==> config.mk <==
export PLATFORM = sky130hd
export DESIGN_NAME = vector_issue_queue
export DESIGN_NICKNAME = d
export VERILOG_FILES = /design/src/rtl/vector_issue_queue.sv
export SDC_FILE = /design/constraint.sdc
export NUM_CORES = 1
export LEC_CHECK = 0
export CAP_MARGIN = 20
export CORE_ASPECT_RATIO = 1.4
export CORE_UTILIZATION = 55
export DETAILED_ROUTE_END_ITERATION = 6
export PLACE_DENSITY = 0.8
export SLEW_MARGIN = 10
export SYNTH_ARGS = -nofsm -noshare
export SYNTH_HDL_FRONTEND = slang
export SYNTH_SLANG_ARGS = --single-unit
==> constraint.sdc <==
create_clock -name clk_i -period 4.61 [get_ports clk_i]
set_input_delay 0.6915 -clock clk_i [delete_from_list [all_inputs] [get_ports clk_i]]
set_output_delay 0.6915 -clock clk_i [all_outputs]
set_load 0.01 [all_outputs]
==> src/rtl/vector_issue_queue.sv <==
// rtl/vector_issue_queue.sv - vector instruction FIFO with RAW hazard bubbling; optional bypass via VECTOR_ISSUE_BYPASS_EN
module vector_issue_queue #(
    parameter int                            INSTRUCTION_LENGTH = 32,
    parameter int                            DEPTH              = 4,
    parameter int                            HAZARD_DEPTH       = 2,
    parameter logic [INSTRUCTION_LENGTH-1:0] NOP_INSTR          = '0
) (
    input  logic                          clk_i,
    input  logic                          rstn_i,
    input  logic                          flush_i,
    input  logic                          in_valid_i,
    output logic                          in_ready_o,
    input  logic [INSTRUCTION_LENGTH-1:0] in_instruction_i,
    input  logic [2:0]                    in_vsew_i,
    input  logic                          dp_stall_i,
    output logic                          load_o,
    output logic                          flush_o,
    output logic [INSTRUCTION_LENGTH-1:0] instruction_o,
    output logic [2:0]                    vsew_o,
    output logic                          issued_o,
    output logic [$clog2(DEPTH):0]        count_o,
    output logic                          empty_o
);
    localparam int PTR_W = $clog2(DEPTH);
    localparam int CNT_W = PTR_W + 1;

    localparam logic [1:0] ST_IDLE   = 2'd0;
    localparam logic [1:0] ST_ISSUE  = 2'd1;
    localparam logic [1:0] ST_BUBBLE = 2'd2;

    logic [INSTRUCTION_LENGTH-1:0] mem_instr [DEPTH];
    logic [2:0]                    mem_vsew  [DEPTH];
    logic [PTR_W-1:0]              rd_ptr, wr_ptr;
    logic [CNT_W-1:0]              count, count_next;
    logic [1:0]                    state, state_next;
    logic [HAZARD_DEPTH-1:0][4:0]  hist_vd;
    logic [HAZARD_DEPTH-1:0]       hist_wr;

    logic [INSTRUCTION_LENGTH-1:0] head_instr;
    logic [2:0]                    head_vsew;
    logic                          head_valid, head_hazard;
    logic                          can_enq, do_enq, do_issue, do_bypass, advance;
    logic                          slot_wr;
    logic [4:0]                    slot_vd;

    // Vector arithmetic ops write vd; vsetvl-class (funct3=111) writes no vector register
    function automatic logic is_writer(input logic [6:0] op, input logic [2:0] f3);
        return (op == 7'b1010111) && (f3 != 3'b111);
    endfunction

    function automatic logic reads_reg(input logic [6:0] op, input logic [2:0] f3,
                                       input logic [4:0] vs1, input logic [4:0] vs2,
                                       input logic [4:0] r);
        logic use_vs1;
        use_vs1 = (f3 == 3'b000) || (f3 == 3'b001) || (f3 == 3'b010);
        return is_writer(op, f3) && ((vs2 == r) || (use_vs1 && (vs1 == r)));
    endfunction

    function automatic logic has_hazard(input logic [6:0] op, input logic [2:0] f3,
                                        input logic [4:0] vs1, input logic [4:0] vs2,
                                        input logic [HAZARD_DEPTH-1:0][4:0] vds,
                                        input logic [HAZARD_DEPTH-1:0] wrs);
        logic h;
        h = 1'b0;
        for (int i = 0; i < HAZARD_DEPTH; i++) begin
            if (wrs[i] && reads_reg(op, f3, vs1, vs2, vds[i])) h = 1'b1;
        end
        return h;
    endfunction

    assign in_ready_o = (count < CNT_W'(DEPTH));
    assign count_o    = count;
    assign empty_o    = (count == '0);

    // Issue decision, bypass decision, history slot contents and next state
    always_comb begin
        head_instr  = mem_instr[rd_ptr];
        head_vsew   = mem_vsew[rd_ptr];
        head_valid  = (state != ST_IDLE) && (count != '0);
        head_hazard = has_hazard(head_instr[6:0], head_instr[14:12], head_instr[19:15],
                                 head_instr[24:20], hist_vd, hist_wr);
        advance     = !flush_i && !dp_stall_i;
        can_enq     = in_valid_i && in_ready_o && !flush_i;
        do_issue    = advance && head_valid && !head_hazard;
`ifdef VECTOR_ISSUE_BYPASS_EN
        do_bypass   = can_enq && advance && (state == ST_IDLE) && (count == '0) &&
                      !has_hazard(in_instruction_i[6:0], in_instruction_i[14:12],
                                  in_instruction_i[19:15], in_instruction_i[24:20],
                                  hist_vd, hist_wr);
`else
        do_bypass   = 1'b0;
`endif
        do_enq      = can_enq && !do_bypass;
        count_next  = count + CNT_W'(do_enq) - CNT_W'(do_issue);

        slot_wr = 1'b0;
        slot_vd = '0;
        if (do_issue) begin
            slot_wr = is_writer(head_instr[6:0], head_instr[14:12]);
            slot_vd = head_instr[11:7];
        end else if (do_bypass) begin
            slot_wr = is_writer(in_instruction_i[6:0], in_instruction_i[14:12]);
            slot_vd = in_instruction_i[11:7];
        end

        state_next = ST_ISSUE;
        if (flush_i || (count_next == '0))   state_next = ST_IDLE;
        else if (dp_stall_i)                 state_next = (state == ST_BUBBLE) ? ST_BUBBLE : ST_ISSUE;
        else if (head_valid && head_hazard)  state_next = ST_BUBBLE;
    end

    // FIFO storage; contents are don't-care while not counted as occupied
    always_ff @(posedge clk_i) begin
        if (do_enq) begin
            mem_instr[wr_ptr] <= in_instruction_i;
            mem_vsew[wr_ptr]  <= in_vsew_i;
        end
    end

    // Pointers, occupancy, state and issue-slot history
    always_ff @(posedge clk_i or negedge rstn_i) begin
        if (!rstn_i) begin
            rd_ptr  <= '0;
            wr_ptr  <= '0;
            count   <= '0;
            state   <= ST_IDLE;
            hist_vd <= '0;
            hist_wr <= '0;
        end else if (flush_i) begin
            rd_ptr  <= '0;
            wr_ptr  <= '0;
            count   <= '0;
            state   <= ST_IDLE;
            hist_wr <= '0;
        end else begin
            if (do_enq)   wr_ptr <= wr_ptr + 1'b1;
            if (do_issue) rd_ptr <= rd_ptr + 1'b1;
            count <= count_next;
            state <= state_next;
            if (advance) begin
                for (int i = HAZARD_DEPTH - 1; i > 0; i--) begin
                    hist_vd[i] <= hist_vd[i-1];
                    hist_wr[i] <= hist_wr[i-1];
                end
                hist_vd[0] <= slot_vd;
                hist_wr[0] <= slot_wr;
            end
        end
    end

    // Registered datapath-facing outputs; a stall freezes the issued instruction
    always_ff @(posedge clk_i or negedge rstn_i) begin
        if (!rstn_i) begin
            instruction_o <= NOP_INSTR;
            vsew_o        <= '0;
            issued_o      <= 1'b0;
            load_o        <= 1'b0;
            flush_o       <= 1'b0;
        end else begin
            load_o  <= !dp_stall_i;
            flush_o <= flush_i;
            if (flush_i) begin
                instruction_o <= NOP_INSTR;
                vsew_o        <= '0;
                issued_o      <= 1'b0;
            end else if (dp_stall_i) begin
                issued_o <= 1'b0;
            end else if (do_issue) begin
                instruction_o <= head_instr;
                vsew_o        <= head_vsew;
                issued_o      <= 1'b1;
            end else if (do_bypass) begin
                instruction_o <= in_instruction_i;
                vsew_o        <= in_vsew_i;
                issued_o      <= 1'b1;
            end else begin
                instruction_o <= NOP_INSTR;
                vsew_o        <= '0;
                issued_o      <= 1'b0;
            end
        end
    end
endmodule

==> impl_metrics.sql, run 1 <==
INSERT INTO impl_metrics (metric_group, metric, value, unit) VALUES
('cts', 'post_cts_resize_count', '0', ''),
('placed_design', 'numPlacedInstances', '667', ''),
('placed_design', 'dpl.hpwl', '9320', 'um'),
('final_layout', 'layout.core_utilization', '68.5', '%'),
('global_route', 'grt_pass1_vias', '4337', ''),
('setup_path', 'timing.critical_path.buf_inv', '3', ''),
('route', 'drtAntennaViolNets', '0', ''),
('cts', 'clock_tree.buffer_depth', '2', ''),
('setup_path', 'critical-path-slowest-cell', 'dfrtp_2', ''),
('pwr', 'power_density_over_cell_area', '448', 'nW/um^2'),
('cts', 'cts_max_level', '4', ''),
('sta', 'post-route-period-util', '92.2', '%'),
('cts', 'clockRootBuffer', 'clkbuf_16', ''),
('global_route', 'globalRouteTotalUtil', '23.3', '%'),
('setup_path', 'critPathCaptureType', 'flop', ''),
('setup_path', 'worst-setup-path-type', 'flop to flop', ''),
('cts', 'tritoncts.num_buffers', '17', ''),
('setup_path', 'timing.critical_path.arrival', '4560', 'ps'),
('yosys', 'muxShareOfSynthArea', '11.1', '%'),
('route', 'vias', '4045', ''),
('die', 'coreArea', '13500', 'um^2'),
('yosys', 'synthesis.area_per_instance', '18.5', 'um^2'),
('cts', 'worst_skew_pair.late_latency', '430', 'ps'),
('final_layout', 'layoutNonFillerInstCount', '699', ''),
('die', 'start_util', '56.7', '%'),
('final_layout', 'nets', '551', ''),
('sta', 'finalCriticalPeriod', '4250', 'ps'),
('yosys', 'synth_xor_xnor_area_share', '2.63', '%'),
('die', 'floorplan.die.width', '102', 'um'),
('yosys', 'synth_warnings', '0', ''),
('cts', 'cts_tree', 'done', ''),
('sta', 'fin_tns_setup', '0', 'ps'),
('pwr', 'leakagePower', '3.30', 'nW'),
('die', 'floorplan.die.height', '142', 'um'),
('run_status', 'outcome', 'complete, no violations', ''),
('sta', 'max_freq', '235', 'MHz'),
('yosys', 'synth.top_cells.by_area', 'edfxtp_1, dfrtp_1, mux4_2', ''),
('yosys', 'synthDominantCellAreaShare', '54.9', '%'),
('sta', 'timing.final.setup_violations', '0', ''),
('yosys', 'yosys_top_cell_by_area', 'edfxtp_1', ''),
('placed_design', 'io_buffers', '82', ''),
('yosys', 'post_synth_inst_count', '414', ''),
('pwr', 'combinationalPowerShare', '12.8', '%'),
('placed_design', 'gp_routability_congestion', '0.868', ''),
('sta', 'hold_viol', '0', ''),
('yosys', 'synth_area', '7660', 'um^2'),
('pwr', 'power_switching', '978', 'uW'),
('sta', 'report.final.slew_viol_count', '0', ''),
('cts', 'path_clk_slew', '70', 'ps'),
('setup_path', 'critPathTopFamily', 'simple AND/OR/NAND/NOR gates', ''),
('global_route', 'grt_first_pass_wirelength', '23900', 'um'),
('yosys', 'synth_seq_area_share', '74.2', '%'),
('cts', 'hold_bufs_at_cts', '0', ''),
('setup_path', 'timing.critical_path.cells', 'mux4_2 -> nand4bb_1 -> a311oi_2 -> and2_1 -> a32o_2 -> or2_4 -> inv_2 -> ha_1 -> inv_1 -> ha_1 -> inv_1 -> fa_1 -> xnor2_1 -> xnor2_1 -> a31oi_1 -> and3_1', ''),
('worst_hold_path', 'worst_min_delay_path_category', 'primary input to async pin', ''),
('route', 'routed_wire_length_per_instance', '21.9', 'um'),
('sta', 'rsz_0062_raised_after_global_routing', 'false', ''),
('placed_design', 'setup_slack_at_placement', '333', 'ps'),
('global_route', 'grt_start_max_net_pins', '60', ''),
('pwr', 'total_power_draw', '4.15', 'mW'),
('global_route', 'grt_antenna_before_repair', '0', ''),
('setup_path', 'slowest_delay', '770', 'ps'),
('pwr', 'portion_of_total_power_attributed_to_sequential_cells', '51.4', '%'),
('route', 'vias_per_cell', '5.79', ''),
('final_layout', 'antenna_cells', '0', ''),
('yosys', 'mappedNetlistNets', '461', ''),
('final_layout', 'flow.area_growth_from_synthesis', '20.9', '%'),
('route', 'routed_wirelength', '15300', 'um'),
('yosys', 'synth_top_family_by_area', 'multiplexers', ''),
('run', 'max_cap_viol_count', '0', ''),
('route', 'detail_route.drc_violations', '0', '');
## through the flow
step / hold WS, ps / instance area (um^2)
after global placement: 482 / 8670
after detailed placement: 489 / 8670
after global routing: 495 / 9260
after floorplan: 396 / 7660
final: 447 / 9260
after CTS: 459 / 9260
## cell usage after synthesis (all sizes together)
cell type,instances
a21oi,9
a31oi,1
a21o,1
nand3,2
inv,11
fa,1
edfxtp,140
mux2,10
xor2,1
clkbuf,8
nor3,2
and3,1
a21boi,1
a311oi,1
nand4,3
xnor2,22
nor2b,3
and2,5
mux4,30
a22o,31
nand2,14
dfrtp,59
a32o,1
mux2i,6
nor2,14
o22ai,2
ha,6
or2,2
buf,11
nand4bb,1
or3,2
o21ai,13
## power by group through the flow
stage / Sequential [mW] / Clock [mW] / Combinational [mW]
final: 2.14 / 1.48 / 0.533
after global routing: 2.15 / 1.57 / 0.584
after CTS: 2.14 / 1.50 / 0.540
after detailed placement: 2.17 / 0 / 0.536
after global placement: 2.16 / 0 / 0.519
after floorplan: 2.15 / 0 / 0.336
## flip-flops by register name, summed over array words and instances (netlist names)
register,count
mem_instr,128
instruction_o,32
mem_vsew,12
hist_vd,10
count_o,3
vsew_o,3
hist_wr,2
rd_ptr,2
state,2
wr_ptr,2
flush_o,1
issued_o,1
load_o,1
## routing by layer
| layer | vias to the layer above | GRT usage, % | part of all wire (%) |
|---|---|---|---|
| met1 | 2065 | 28.8 | 38 |
| met5 | - | 0 | 0 |
| li1 | 1785 | - | - |
| met3 | 31 | 5.71 | 6.6 |
| met2 | 164 | 39.0 | 53 |
| met4 | 0 | 9.92 | 3.0 |
## cell families after synthesis
family                     after synthesis
AOI/OAI and AO/OA                       60
xor gates and xnor gates                23
adders and majority gates                7
DFF                                    199
muxes                                   46
buffers and inverters                   30
and+or+nand+nor                         49
## cell usage in the layout, fill, tap and decap left out, drive strengths merged, types with 10 or more instances in the layout
cell | synthesis | layout
edfxtp | 140 | 140
clkdlybuf4s50 | 0 | 81
dfrtp | 59 | 59
a22o | 31 | 31
mux4 | 30 | 30
xnor2 | 22 | 22
clkbuf | 8 | 20
nand2 | 14 | 14
nor2 | 14 | 14
o21ai | 13 | 13
inv | 11 | 12
mux2 | 10 | 10
## layout make-up
type	count	area [um^2]
Tap cell	182	228
Clock buffer	20	437
Sequential cell	199	5680
Timing Repair Buffer	90	888
Clock inverter	12	153
Inverter	11	41.3
Multi-Input combinational cell	185	1830
Fill cell	900	4250
## path summary, 6_finish.rpt
path	cells past startpoint	end	slack [ps]	startpoint
max reg2reg	16	state[1]$_DFF_PN0_	360	rd_ptr[0]$_DFFE_PN0P_
min in group clk_i	1	instruction_o[19]$_DFFE_PN0P_	510	instruction_o[19]$_DFFE_PN0P_
max	16	state[1]$_DFF_PN0_	360	rd_ptr[0]$_DFFE_PN0P_
min reg2reg	1	instruction_o[19]$_DFFE_PN0P_	510	instruction_o[19]$_DFFE_PN0P_
min	2	wr_ptr[0]$_DFFE_PN0P_	450	rstn_i
max in group asynchronous	2	rd_ptr[0]$_DFFE_PN0P_	3590	rstn_i
Note: power is estimated with default switching activity, not from simulation.
==> run 2, diff against run 1 <==
Settings changed: CELL_PAD_IN_SITES_DETAIL_PLACEMENT set to 1, CELL_PAD_IN_SITES_GLOBAL_PLACEMENT set to 1, CORE_ASPECT_RATIO 1.4 to 0.9, CORE_UTILIZATION 55 to 48, PLACE_DENSITY 0.8 to 0.81.
==> impl_metrics.sql, run 2 (same netlist as run 1, synthesis figures left out) <==
INSERT INTO impl_metrics (metric_group, metric, value, unit) VALUES
('pwr', 'p_int', '3.11', 'mW'),
('global_route', 'grt_start_max_net_pins', '37', ''),
('cts', 'path_clk_slew', '70', 'ps'),
('setup_path', 'timing.critical_path.buf_inv', '4', ''),
('cts', 'worst_skew_pair.late_latency', '430', 'ps'),
('die', 'floorplan.die.width', '135', 'um'),
('pwr', 'power.share.switching', '25.2', '%'),
('pwr', 'clock_power_share', '34.9', '%'),
('cts', 'numClockSinks', '199', ''),
('route', 'vias_per_cell', '5.69', ''),
('route', 'vias', '4111', ''),
('die', 'std_cell_rows', '43', ''),
('die', 'start_util', '49.4', '%'),
('setup_path', 'crit_path_start_kind', 'flop', ''),
('final_layout', 'final.fill_count', '1368', ''),
('run', 'max_cap_viol_count', '0', ''),
('sta', 'setup_slack', '320', 'ps'),
('global_route', 'grt_antenna_before_repair', '0', ''),
('sta', 'hold_viol', '0', ''),
('route', 'first_iter_violations', '236', ''),
('run_status', 'outcome', 'complete, no violations', ''),
('final_layout', 'layout.core_utilization', '60.0', '%'),
('setup_path', 'timing.critical_path.arrival', '4650', 'ps'),
('sta', 'timing.final.setup_violations', '0', ''),
('route', 'drtAntennaViolNets', '0', ''),
('worst_hold_path', 'worst_min_delay_path_category', 'primary input to async pin', ''),
('route', 'detail_route.drc_violations', '0', ''),
('final_layout', 'final_common_cell', 'edfxtp_1', ''),
('cts', 'clock_tree.buffer_depth', '2', ''),
('pwr', 'power_switching', '1.05', 'mW'),
('final_layout', 'antenna_cells', '0', ''),
('die', 'die_area', '16500', 'um^2'),
('die', 'ios', '83', ''),
('global_route', 'grt.overflow.total', '0', ''),
('pwr', 'power_density_over_cell_area', '448', 'nW/um^2'),
('setup_path', 'worstPathMaxFanout', '26', ''),
('global_route', 'grt_first_pass_wirelength', '27000', 'um'),
('route', 'routed_wirelength', '17300', 'um'),
('global_route', 'grt_pass1_vias', '4607', ''),
('final_layout', 'post_route_cells_drive_above_1_share', '18.4', '%'),
('pwr', 'portion_of_total_power_attributed_to_sequential_cells', '51.0', '%'),
('sta', 'post-route-period-util', '93.1', '%'),
('route', 'drt_pre_antenna_iters', '4', ''),
('pwr', 'peakVddDrop', '325', 'uV'),
('die', 'coreArea', '15500', 'um^2'),
('final_layout', 'registers.top_by_ff_count', 'mem_instr', ''),
('route', 'routed_wire_length_per_instance', '23.9', 'um'),
('final_layout', 'final_cell_mix', 'edfxtp_1, clkdlybuf4s50_1, dfrtp_1', ''),
('sta', 'finClkSkew', '12.5', 'ps'),
('global_route', 'globalRouteTotalUtil', '23.0', '%'),
('sta', 'relSlewSlack', '29.4', '%'),
('sta', 'rsz_0062_raised_after_global_routing', 'false', ''),
('cts', 'tritoncts.num_buffers', '17', ''),
('final_layout', 'flow.area_growth_from_synthesis', '21.4', '%'),
('sta', 'fin_tns_setup', '0', 'ps'),
('setup_path', 'timing.critical_path.cells', 'buf_4 -> mux4_2 -> xnor2_1 -> nand4_1 -> o22ai_1 -> a32o_2 -> or2_4 -> inv_2 -> ha_1 -> inv_1 -> ha_1 -> inv_1 -> fa_1 -> xnor2_1 -> xnor2_1 -> a31oi_1 -> a21boi_1', ''),
('cts', 'cts_max_level', '4', ''),
('setup_path', 'critical-path-slowest-cell', 'dfrtp_4', ''),
('cts', 'cts_tree', 'done', ''),
('setup_path', 'worst-setup-path-type', 'flop to flop', ''),
('sta', 'max_freq', '233', 'MHz'),
('cts', 'clockRootBuffer', 'clkbuf_16', ''),
('pwr', 'combinationalPowerShare', '14.0', '%'),
('placed_design', 'setup_slack_at_placement', '206', 'ps'),
('setup_path', 'critical_path.most_common_cell', 'xnor2_1', ''),
('sta', 'finalCriticalPeriod', '4290', 'ps'),
('setup_path', 'worstPathRequired', '4970', 'ps'),
('final_layout', 'reg_top3', 'mem_instr x128, instruction_o x32, mem_vsew x12', ''),
('setup_path', 'slowest_delay', '720', 'ps'),
('placed_design', 'dpl.hpwl', '10500', 'um'),
('pwr', 'leakagePower', '3.31', 'nW'),
('final_layout', 'largest_register_ff_count', '128', ''),
('setup_path', 'critPathTopFamily', 'compound AO/OA/AOI/OAI gates', ''),
('sta', 'report.final.slew_viol_count', '0', ''),
('final_layout', 'nets', '555', ''),
('die', 'floorplan.die.height', '122', 'um'),
('placed_design', 'gp_routability_congestion', '0.862', ''),
('setup_path', 'critPathCaptureType', 'flop', ''),
('pwr', 'total_power_draw', '4.16', 'mW'),
('sta', 'transition_at_the_pin_with_the_smallest_max_transition_slack', '1060', 'ps'),
('placed_design', 'io_buffers', '82', '');
-- run 2: cell count changes in the layout (fill, tap and decap cells not counted), moves of 2 or more --
cell,change
dfrtp_4,+2
bufinv_16,-2
clkbuf_8,+2
inv_8,+2
buf_4,+5
dfrtp_2,-2
-- run 2: path summary, 6_finish.rpt --
kind | startpoint | to | slack, ps | depth (start not counted)
min | rstn_i | hist_vd[6]$_DFFE_PN0P_ | 310 | 1
max | rd_ptr[1]$_DFFE_PN0P_ | state[0]$_DFF_PN0_ | 320 | 17
min in group clk_i | instruction_o[9]$_DFFE_PN0P_ | instruction_o[9]$_DFFE_PN0P_ | 490 | 2
min reg2reg | instruction_o[9]$_DFFE_PN0P_ | instruction_o[9]$_DFFE_PN0P_ | 490 | 2
max reg2reg | rd_ptr[1]$_DFFE_PN0P_ | state[0]$_DFF_PN0_ | 320 | 17
max in group asynchronous | rstn_i | count_o[1]$_DFF_PN0_ | 3340 | 2
-- run 2: final cells by class --
class	instances	area, um^2	share of cell area [%]
inverters	11	41.3	0.444
repair buffers	94	906	9.74
clock buffers	21	460	4.95
clock inverters	11	114	1.22
multi-input cells	185	1840	19.8
flip-flops and latches	199	5690	61.2
well taps	202	253	2.72
-- run 2: per-layer routing --
| metal | GRT usage, % | part of all wire [%] | wire (um) | up-vias |
|---|---|---|---|---|
| li1 | - | - | - | 1794 |
| met5 | 0 | 0 | 0 | - |
| met1 | 29.3 | 41 | 7160 | 2147 |
| met3 | 5.29 | 5.6 | 976 | 31 |
| met2 | 38.3 | 51 | 8800 | 139 |
| met4 | 9.41 | 1.9 | 335 | 0 |
-- run 2: worst register-to-register path: stages (launching register included) --
cell      delay (ps)
dfrtp_4          720
buf_4            380
mux4_2           410
xnor2_1          250
nand4_1          150
o22ai_1          150
a32o_2           250
or2_4            240
inv_2             80
ha_1             290
inv_1             60
ha_1             140
inv_1             50
fa_1             380
xnor2_1          200
xnor2_1          110
a31oi_1          220
a21boi_1         180
-- run 2: per-stage QoR --
stage	instance area (um^2)	hold slack, ps	instances
after CTS	9260	311	718
after global routing	9300	350	723
after floorplan	7660	396	414
after detailed placement	8680	476	686
after global placement	8680	473	686
final	9300	309	723
-- run 2: repair_timing --
action / CTS / global route
endpoints found under the setup margin: 0 / 2
hold buffers: 0 / 0
gates resized for setup: 0 / 2
setup buffers: 0 / 5
-- run 2: power by group through the flow --
stage / Clock [mW] / Sequential, mW / Combinational (mW)
6_report: 1.45 / 2.13 / 0.584
3_3_place_gp: 0 / 2.16 / 0.534
4_1_cts: 1.48 / 2.14 / 0.572
2_1_floorplan: 0 / 2.15 / 0.336
3_5_place_dp: 0 / 2.17 / 0.563
5_1_grt: 1.53 / 2.14 / 0.633
